File: config.mk
export PLATFORM = sky130hd
export DESIGN_NAME = instruction_fetch
export DESIGN_NICKNAME = d
export VERILOG_FILES = /design/src/rtl/instruction_fetch.sv
export SDC_FILE = /design/constraint.sdc
export NUM_CORES = 1
export LEC_CHECK = 0
export BUFFER_PORTS_ARGS = -buffer_cell sky130_fd_sc_hd__buf_2
export CAP_MARGIN = 10
export CORE_ASPECT_RATIO = 1.1
export CORE_MARGIN = 2
export CORE_UTILIZATION = 32
export CTS_CLUSTER_DIAMETER = 50
export DETAILED_ROUTE_END_ITERATION = 16
export GPL_TIMING_DRIVEN = 0
export MAX_ROUTING_LAYER = met4
export PLACE_DENSITY = 0.65
export SKIP_LAST_GASP = 1
export SLEW_MARGIN = 10
export SYNTH_ARGS = -nofsm -noshare
export SYNTH_HDL_FRONTEND = slang
export SYNTH_SLANG_ARGS = --single-unit
export TNS_END_PERCENT = 100
File: constraint.sdc
create_clock -name clk -period 3.3 [get_ports clk]
set_input_delay 0.66 -clock clk [delete_from_list [all_inputs] [get_ports clk]]
set_output_delay 0.66 -clock clk [all_outputs]
set_load 0.02 [all_outputs]
File: src/rtl/instruction_fetch.sv
// Fetch stage: holds the PC, addresses the synchronous instruction memory and pairs each
// returned word with its PC for decode, absorbing back-pressure and execute redirects.
module instruction_fetch #(
    parameter logic [31:0] RESET_PC = 32'h0000_0000,
    parameter logic [31:0] NOP_INST = 32'h0000_0013
) (
    input  logic        clk,
    input  logic        rst,
    output logic [31:0] imem_addr,
    input  logic [31:0] imem_inst,
    output logic        out_valid,
    input  logic        out_ready,
    output logic [31:0] out_pc,
    output logic [31:0] out_inst,
    input  logic        redirect_valid,
    input  logic [31:0] redirect_pc,
    output logic        fetch_misalign,
    output logic [31:0] fetch_count
);

    localparam logic [1:0] BOOT = 2'd0;
    localparam logic [1:0] RUN  = 2'd1;
    localparam logic [1:0] HALT = 2'd2;

    logic [1:0]  state_q, state_d;
    logic [31:0] pc_q, pc_d;
    logic [31:0] count_q, count_d;
    logic        misalign_q, misalign_d;
    logic [31:0] fetch_pc;
    logic        valid;
    logic [31:0] pc_next;

    assign pc_next = pc_q + 32'd4;

    // fetch_pc is the byte address whose word the memory returns next cycle; pc_d tracks it.
    always_comb begin
        state_d    = state_q;
        pc_d       = pc_q;
        count_d    = count_q;
        misalign_d = misalign_q;
        fetch_pc   = pc_q;
        valid      = 1'b0;
        case (state_q)
            BOOT: begin
                fetch_pc = RESET_PC;
                state_d  = RUN;
            end
            RUN: begin
                valid = ~redirect_valid;
                if (redirect_valid && (redirect_pc[1:0] != 2'b00)) begin
                    state_d    = HALT;
                    misalign_d = 1'b1;
                end else if (redirect_valid) begin
                    fetch_pc = redirect_pc;
                    pc_d     = redirect_pc;
                end else if (out_ready) begin
                    fetch_pc = pc_next;
                    pc_d     = pc_next;
                    count_d  = count_q + 32'd1;
                end
            end
            HALT: begin
                state_d = HALT;
            end
            default: begin
                state_d = BOOT;
            end
        endcase
        if (!rst) begin
            fetch_pc = RESET_PC;
            valid    = 1'b0;
        end
    end

    always_ff @(posedge clk) begin
        if (!rst) begin
            state_q    <= BOOT;
            pc_q       <= RESET_PC;
            count_q    <= 32'd0;
            misalign_q <= 1'b0;
        end else begin
            state_q    <= state_d;
            pc_q       <= pc_d;
            count_q    <= count_d;
            misalign_q <= misalign_d;
        end
    end

    assign imem_addr      = {2'b00, fetch_pc[31:2]};
    assign out_valid      = valid;
    assign out_pc         = pc_q;
    assign out_inst       = valid ? imem_inst : NOP_INST;
    assign fetch_misalign = misalign_q;
    assign fetch_count    = count_q;

endmodule

# Word level (Yosys, flattened, before mapping)

Cells that the tools add are included.

Register bits after elaboration: 67
Output and inout port bits: 130
Word-level logic and storage cells: 26

Equal/unequal tests: 3
Reduce and logical (&&, ||, !) cells: 5
Multiplexer cells: 10
Bitwise logic cells: 2
Add/sub/neg operators: 2

Operator list:

| kind                                                                  | count |
|---|---|
| 32-bit two-way mux                                                    | 5 |
| 32-bit one-hot mux with 2 select lines                                | 1 |
| 32-bit by 1-bit adder with 32-bit output, second input constant       | 1 |
| 32-bit by 3-bit adder with 32-bit output, second input constant       | 1 |
| 2-bit one-hot mux with 3 select lines                                 | 1 |
| 4-bit AND reduction                                                   | 1 |
| 2-bit by 1-bit equality test with 1-bit output, second input constant | 1 |
| 2-bit equality test, second input constant                            | 1 |
| 2-bit logical NOT                                                     | 1 |
| 1-bit two-way mux                                                     | 2 |
| 2-bit two-way mux                                                     | 1 |
| 2-bit != test, second input constant                                  | 1 |
| 1-bit inverter                                                        | 2 |
| 2-bit AND reduction                                                   | 1 |
| 2-bit nonzero test                                                    | 1 |
| 1-bit logical AND                                                     | 1 |

# Logic depth before layout (Yosys ltp)

Depth in word-level cells: 6
Depth in mapped cells: 11
Depth with buffers taken out: 8

# Worst setup path before layout

OpenSTA, ideal clock, no wires.

Path type: reg-to-output
Start point: register pc_q[3], in the netlist out_pc[3]
End point: output imem_addr[16]
Required time: 2640 ps
Stages on the path, launching flop included: 7
Arrival time: 2252 ps
Slack: 388 ps
Path through: dfxtp_1 -> ha_1 -> nand4_4 -> or4_4 -> nor4_1 -> o311ai_1 -> a21oi_1

Cells in the longest elaborated chain, start to end: 6

Ends and longest elaborated chain:

| item                                     | line | RTL |
|---|---|---|
| from (decl)                              | 26   | `logic [31:0] pc_q, pc_d;` |
| from (signal assigned)                   | 83   | `pc_q <= pc_d;` |
| 32-bit by 3-bit adder with 32-bit output | 33   | `assign pc_next = pc_q + 32'd4;` |
| 32-bit two-way mux                       | --   |  |
| 32-bit two-way mux                       | 53   | `end else if (redirect_valid) begin` |
| 32-bit two-way mux                       | 50   | `if (redirect_valid && (redirect_pc[1:0] != 2'b00)) begin` |
| 32-bit one-hot mux with 2 select lines   | 43   | `case (state_q)` |
| 32-bit two-way mux                       | 69   | `if (!rst) begin` |
| to (decl)                                | 9    | `output logic [31:0] imem_addr,` |

No other way between the ends.

# Worst setup path after layout

Start point: input redirect_pc[0]
End point: output imem_addr[6]

Cells in the longest elaborated chain, start to end: 5

Ends and longest elaborated chain:

| item                                   | line | RTL |
|---|---|---|
| from (decl)                            | 16   | `input logic [31:0] redirect_pc,` |
| 2-bit nonzero test                     | 50   |  |
| 1-bit logical AND                      | 50   |  |
| 32-bit two-way mux                     | 50   |  |
| 32-bit one-hot mux with 2 select lines | 43   |  |
| 32-bit two-way mux                     | 69   |  |

No other way between the ends.

==> impl_metrics.csv <==
group,metric,value,unit
outcome,outcome,"finished, final reports clean",
cts,path_clk_slew,0.06,ns
timing,finalMaxSlewViolations,0,
grt,grt-ovfl-total,0,
timing,hold_slack,0.456,ns
drt,drt_iter0_drc,641,
timing,setup_violations,0,
floorplan,rows,45,
place,dp_hpwl,13300,um
final_layout,drive_gt1_share,32.0,%
synthesis,synthAdderAreaFrac,1.38,%
final_layout,fin_nets,917,
final_layout,final_cells,1036,
final_layout,fill_cells,1475,
synthesis,synth-compound-area-share,22.8,%
synthesis,synthArstFlopShare,0,%
worst_setup_path,cp_max_fo,10,
power_and_ir_drop,switching_share,39.3,%
place,place_congestion,0.941,
worst_setup_path,critPathSlowestCell,"nor2_2",
power_and_ir_drop,p_comb_share,34.9,%
cts,cts_made_buffers,9,
timing,fmax,0.304,GHz
synthesis,synth_top_family_by_area,"simple AND/OR/NAND/NOR gates",
power_and_ir_drop,pwr-share-clk,33.3,%
floorplan,initial_core_util,32.8,%
floorplan,core_area,13900,um2
power_and_ir_drop,switchingPower,1.15,mW
cts,clock-root-buffer,"clkbuf_16",
worst_setup_path,critPathKind,"in2out",
timing,hold_viol,0,
timing,setup_ws,0.0151,ns
worst_setup_path,crit_chain,"buf_2, or2_2, clkbuf_1, nor2_2, clkbuf_2, a21oi_1, a21oi_1, buf_2",
power_and_ir_drop,power.total,2.92,mW
synthesis,muxShareOfSynthArea,0.469,%
worst_setup_path,crit_path_start_kind,"input port",
timing,final.setup.tns,0,ns
final_layout,antennaDiodeCount,0,
synthesis,syn_inst,636,
power_and_ir_drop,p_leak,2.87,nW
drt,wl_per_cell,17.5,um
synthesis,seq_area_frac_synth,29.6,%
grt,grt_max_degree,12,
worst_setup_path,worst_setup_path_end_kind,"primary output",
synthesis,avgSynthCellArea,7.14,um2
timing,fin_worst_skew,0.00665,ns
timing,rsz0062_at_grt,"true",
drt,wirelength,18100,um
place,place_ws,-0.211,ns
grt,grt_pass1_vias,5138,
cts,cts_tree,"yes",
cts,ctsHoldBuffers,0,
synthesis,synth_warnings,0,
worst_setup_path,arrival,2.62,ns
synthesis,synthDistinctLibCells,64,
power_and_ir_drop,pwr-share-seq,31.8,%
cts,clk_latency,0.34,ns
final_layout,area_delta_synth_final,36.3,%
timing,relSlewSlack,39.3,%
synthesis,synth-seq-cells,67,
drt,drc,0,
synthesis,ys.flop_type,"dfxtp_1",
hold_path,hold_path_class,"reg2reg",
drt,ant_nets,0,
synthesis,synth-edff-count,0,
synthesis,synthSimpleGateAreaFrac,34.7,%
place,dp.cells,1019,
synthesis,netlist_area,4540,um2
floorplan,die_h,129,um
timing,fin_crit,3.28,ns
synthesis,synth_xor_area_share,5.21,%
power_and_ir_drop,intPower,1.77,mW
timing,worst_pin_slew,0.904,ns
floorplan,die-area,15200,um2
worst_setup_path,cp.required,2.64,ns
final_layout,seq_area,1350,um2
drt,vias_per_cell,5.50,
cts,cts.path.max_buffers,2,
grt,grt_pass1_wl,27500,um
grt,track_usage,23.8,%
final_layout,multi_input_area,3030,um2
place,port_buffers,194,
power_and_ir_drop,power.density,472,nW/um2
power_and_ir_drop,ir_worst_vdd,0.307,mV
floorplan,pin_count,198,
drt,vias,5699,
timing,fin_crit_sh,99.5,%
cts,cts.sinks,67,
drt,dr.pass1.iters,6,
flow_run,cap_violations,0,
grt,antenna_found_initial,0,
floorplan,fp.dieW,118,um
worst_setup_path,cpPeakStageDelay,0.38,ns
cts,htree_levels,3,
-- power groups by stage --
stage	clock [mW]	sequential, mW	combinational, mW
5_1_grt	1.02	0.936	1.10
3_5_place_dp	0	0.940	0.963
4_1_cts	0.990	0.924	0.987
2_1_floorplan	0	0.978	0.556
3_3_place_gp	0	0.939	0.965
6_report	0.975	0.929	1.02
-- synthesized netlist by cell type, types with 3 or more instances --
master     number  area [um2]
nor2_1         63         236
and4_1          9        78.8
a211oi_1        4        30.0
o2bb2ai_1       4        35.0
a22oi_1         7        52.6
a31o_2          3        26.3
buf_4           3        22.5
o21ai_0        51         255
buf_2           8        40.0
nor3_1         15        75.1
xor2_1         18         158
a21o_1          4        30.0
ha_1            5        62.6
xnor2_1         9        78.8
and3_1         41         257
a32oi_1         3        26.3
a31oi_1         6        37.5
a21oi_1        49         245
a32o_1          3        30.0
clkbuf_1       39         146
o22ai_1         5        31.3
clkbuf_2        3        15.0
nand4_1        19         119
or3_1          12        75.1
inv_1           7        26.3
a211o_1         4        35.0
dfxtp_1        67        1340
a22o_1          3        26.3
nand3_1        35         175
nand2_1        77         289
and2_1          4        25.0
nand2b_1        3        18.8
o31ai_1         3        22.5
o21a_1          4        30.0
nor4_1          9        56.3
-- routing by layer --
metal,wire length (um),global-route usage [%],vias to the layer above,part of all wire [%]
li1,-,-,2746,-
met1,7180,28.1,2553,40
met2,8250,37.6,350,46
met3,2160,7.40,50,12
met4,503,9.99,0,2.8
met5,0,-,-,0
-- area by class of cell --
| cell class | instances | area share, % |
|---|---|---|
| buffer | 52 | 3.88 |
| clock inverter | 4 | 0.829 |
| clock buffer | 11 | 3.92 |
| inverter | 8 | 0.485 |
| multi-input combinational | 507 | 48.9 |
| tap | 188 | 3.80 |
| timing repair buffer | 199 | 16.3 |
| sequential | 67 | 21.8 |
-- critical path: cells and delay by family --
family,cells,cell delay (ns)
buffers and inverters,4,0.90
and+or+nand+nor,2,0.66
AOI/OAI and AO/OA,2,0.41
-- repair_timing --
action                     4_1_cts  5_1_grt
setup endpoints to repair       29       24
buffers inserted                 2        3
pin swaps                        1        2
resized for setup               20       25
-- kinds of logic (layout without fill, tap and decap cells) --
kind of cell               count (synthesis)  count (layout)
AOI/OAI and AO/OA                        167             167
DFF                                       67              67
other                                      1               2
buffers and inverters                     63             274
and+or+nand+nor                          304             304
xor gates and xnor gates                  27              27
adders and majority gates                  5               5
muxes                                      2               2
-- path summary, 6_finish.rpt --
check	to	from	slack (ns)	depth (start not counted)
worst max-delay path	imem_addr[6]	redirect_pc[0]	0.02	8
worst min register to register	state_q[1]	state_q[1]	0.46	2
worst max register to register	fetch_count[16]	state_q[1]	1.08	7
worst min-delay path	state_q[1]	state_q[1]	0.46	2
-- flip-flops by register name, summed over array words and instances, names as in the netlist, named ones only --
| signal | count |
|---|---|
| fetch_misalign | 1 |
| out_pc | 30 |
| state_q | 2 |
| fetch_count | 32 |
-- cell usage in the layout (no fill, tap or decap), types with 9 or more instances in the layout --
cell type    n
buf_2      202
nand2_1     75
clkbuf_16    9
xor2_1      18
and4_1       9
a21oi_1     48
clkbuf_1    24
o21ai_0     51
nand3_1     35
or3_1       12
nand4_1     19
clkbuf_2    16
xnor2_1      9
dfxtp_1     63
nor2_1      59
nor3_1      15
and3_1      41
-- metrics by stage --
step	util, %	area [um2]
6_report	44.7	6190
5_1_grt	44.7	6190
4_1_cts	44.1	6100
3_5_place_dp	41.5	5750
3_3_place_gp	41.5	5750
2_1_floorplan	-	4540
Note: power is estimated with default switching activity, not from simulation.
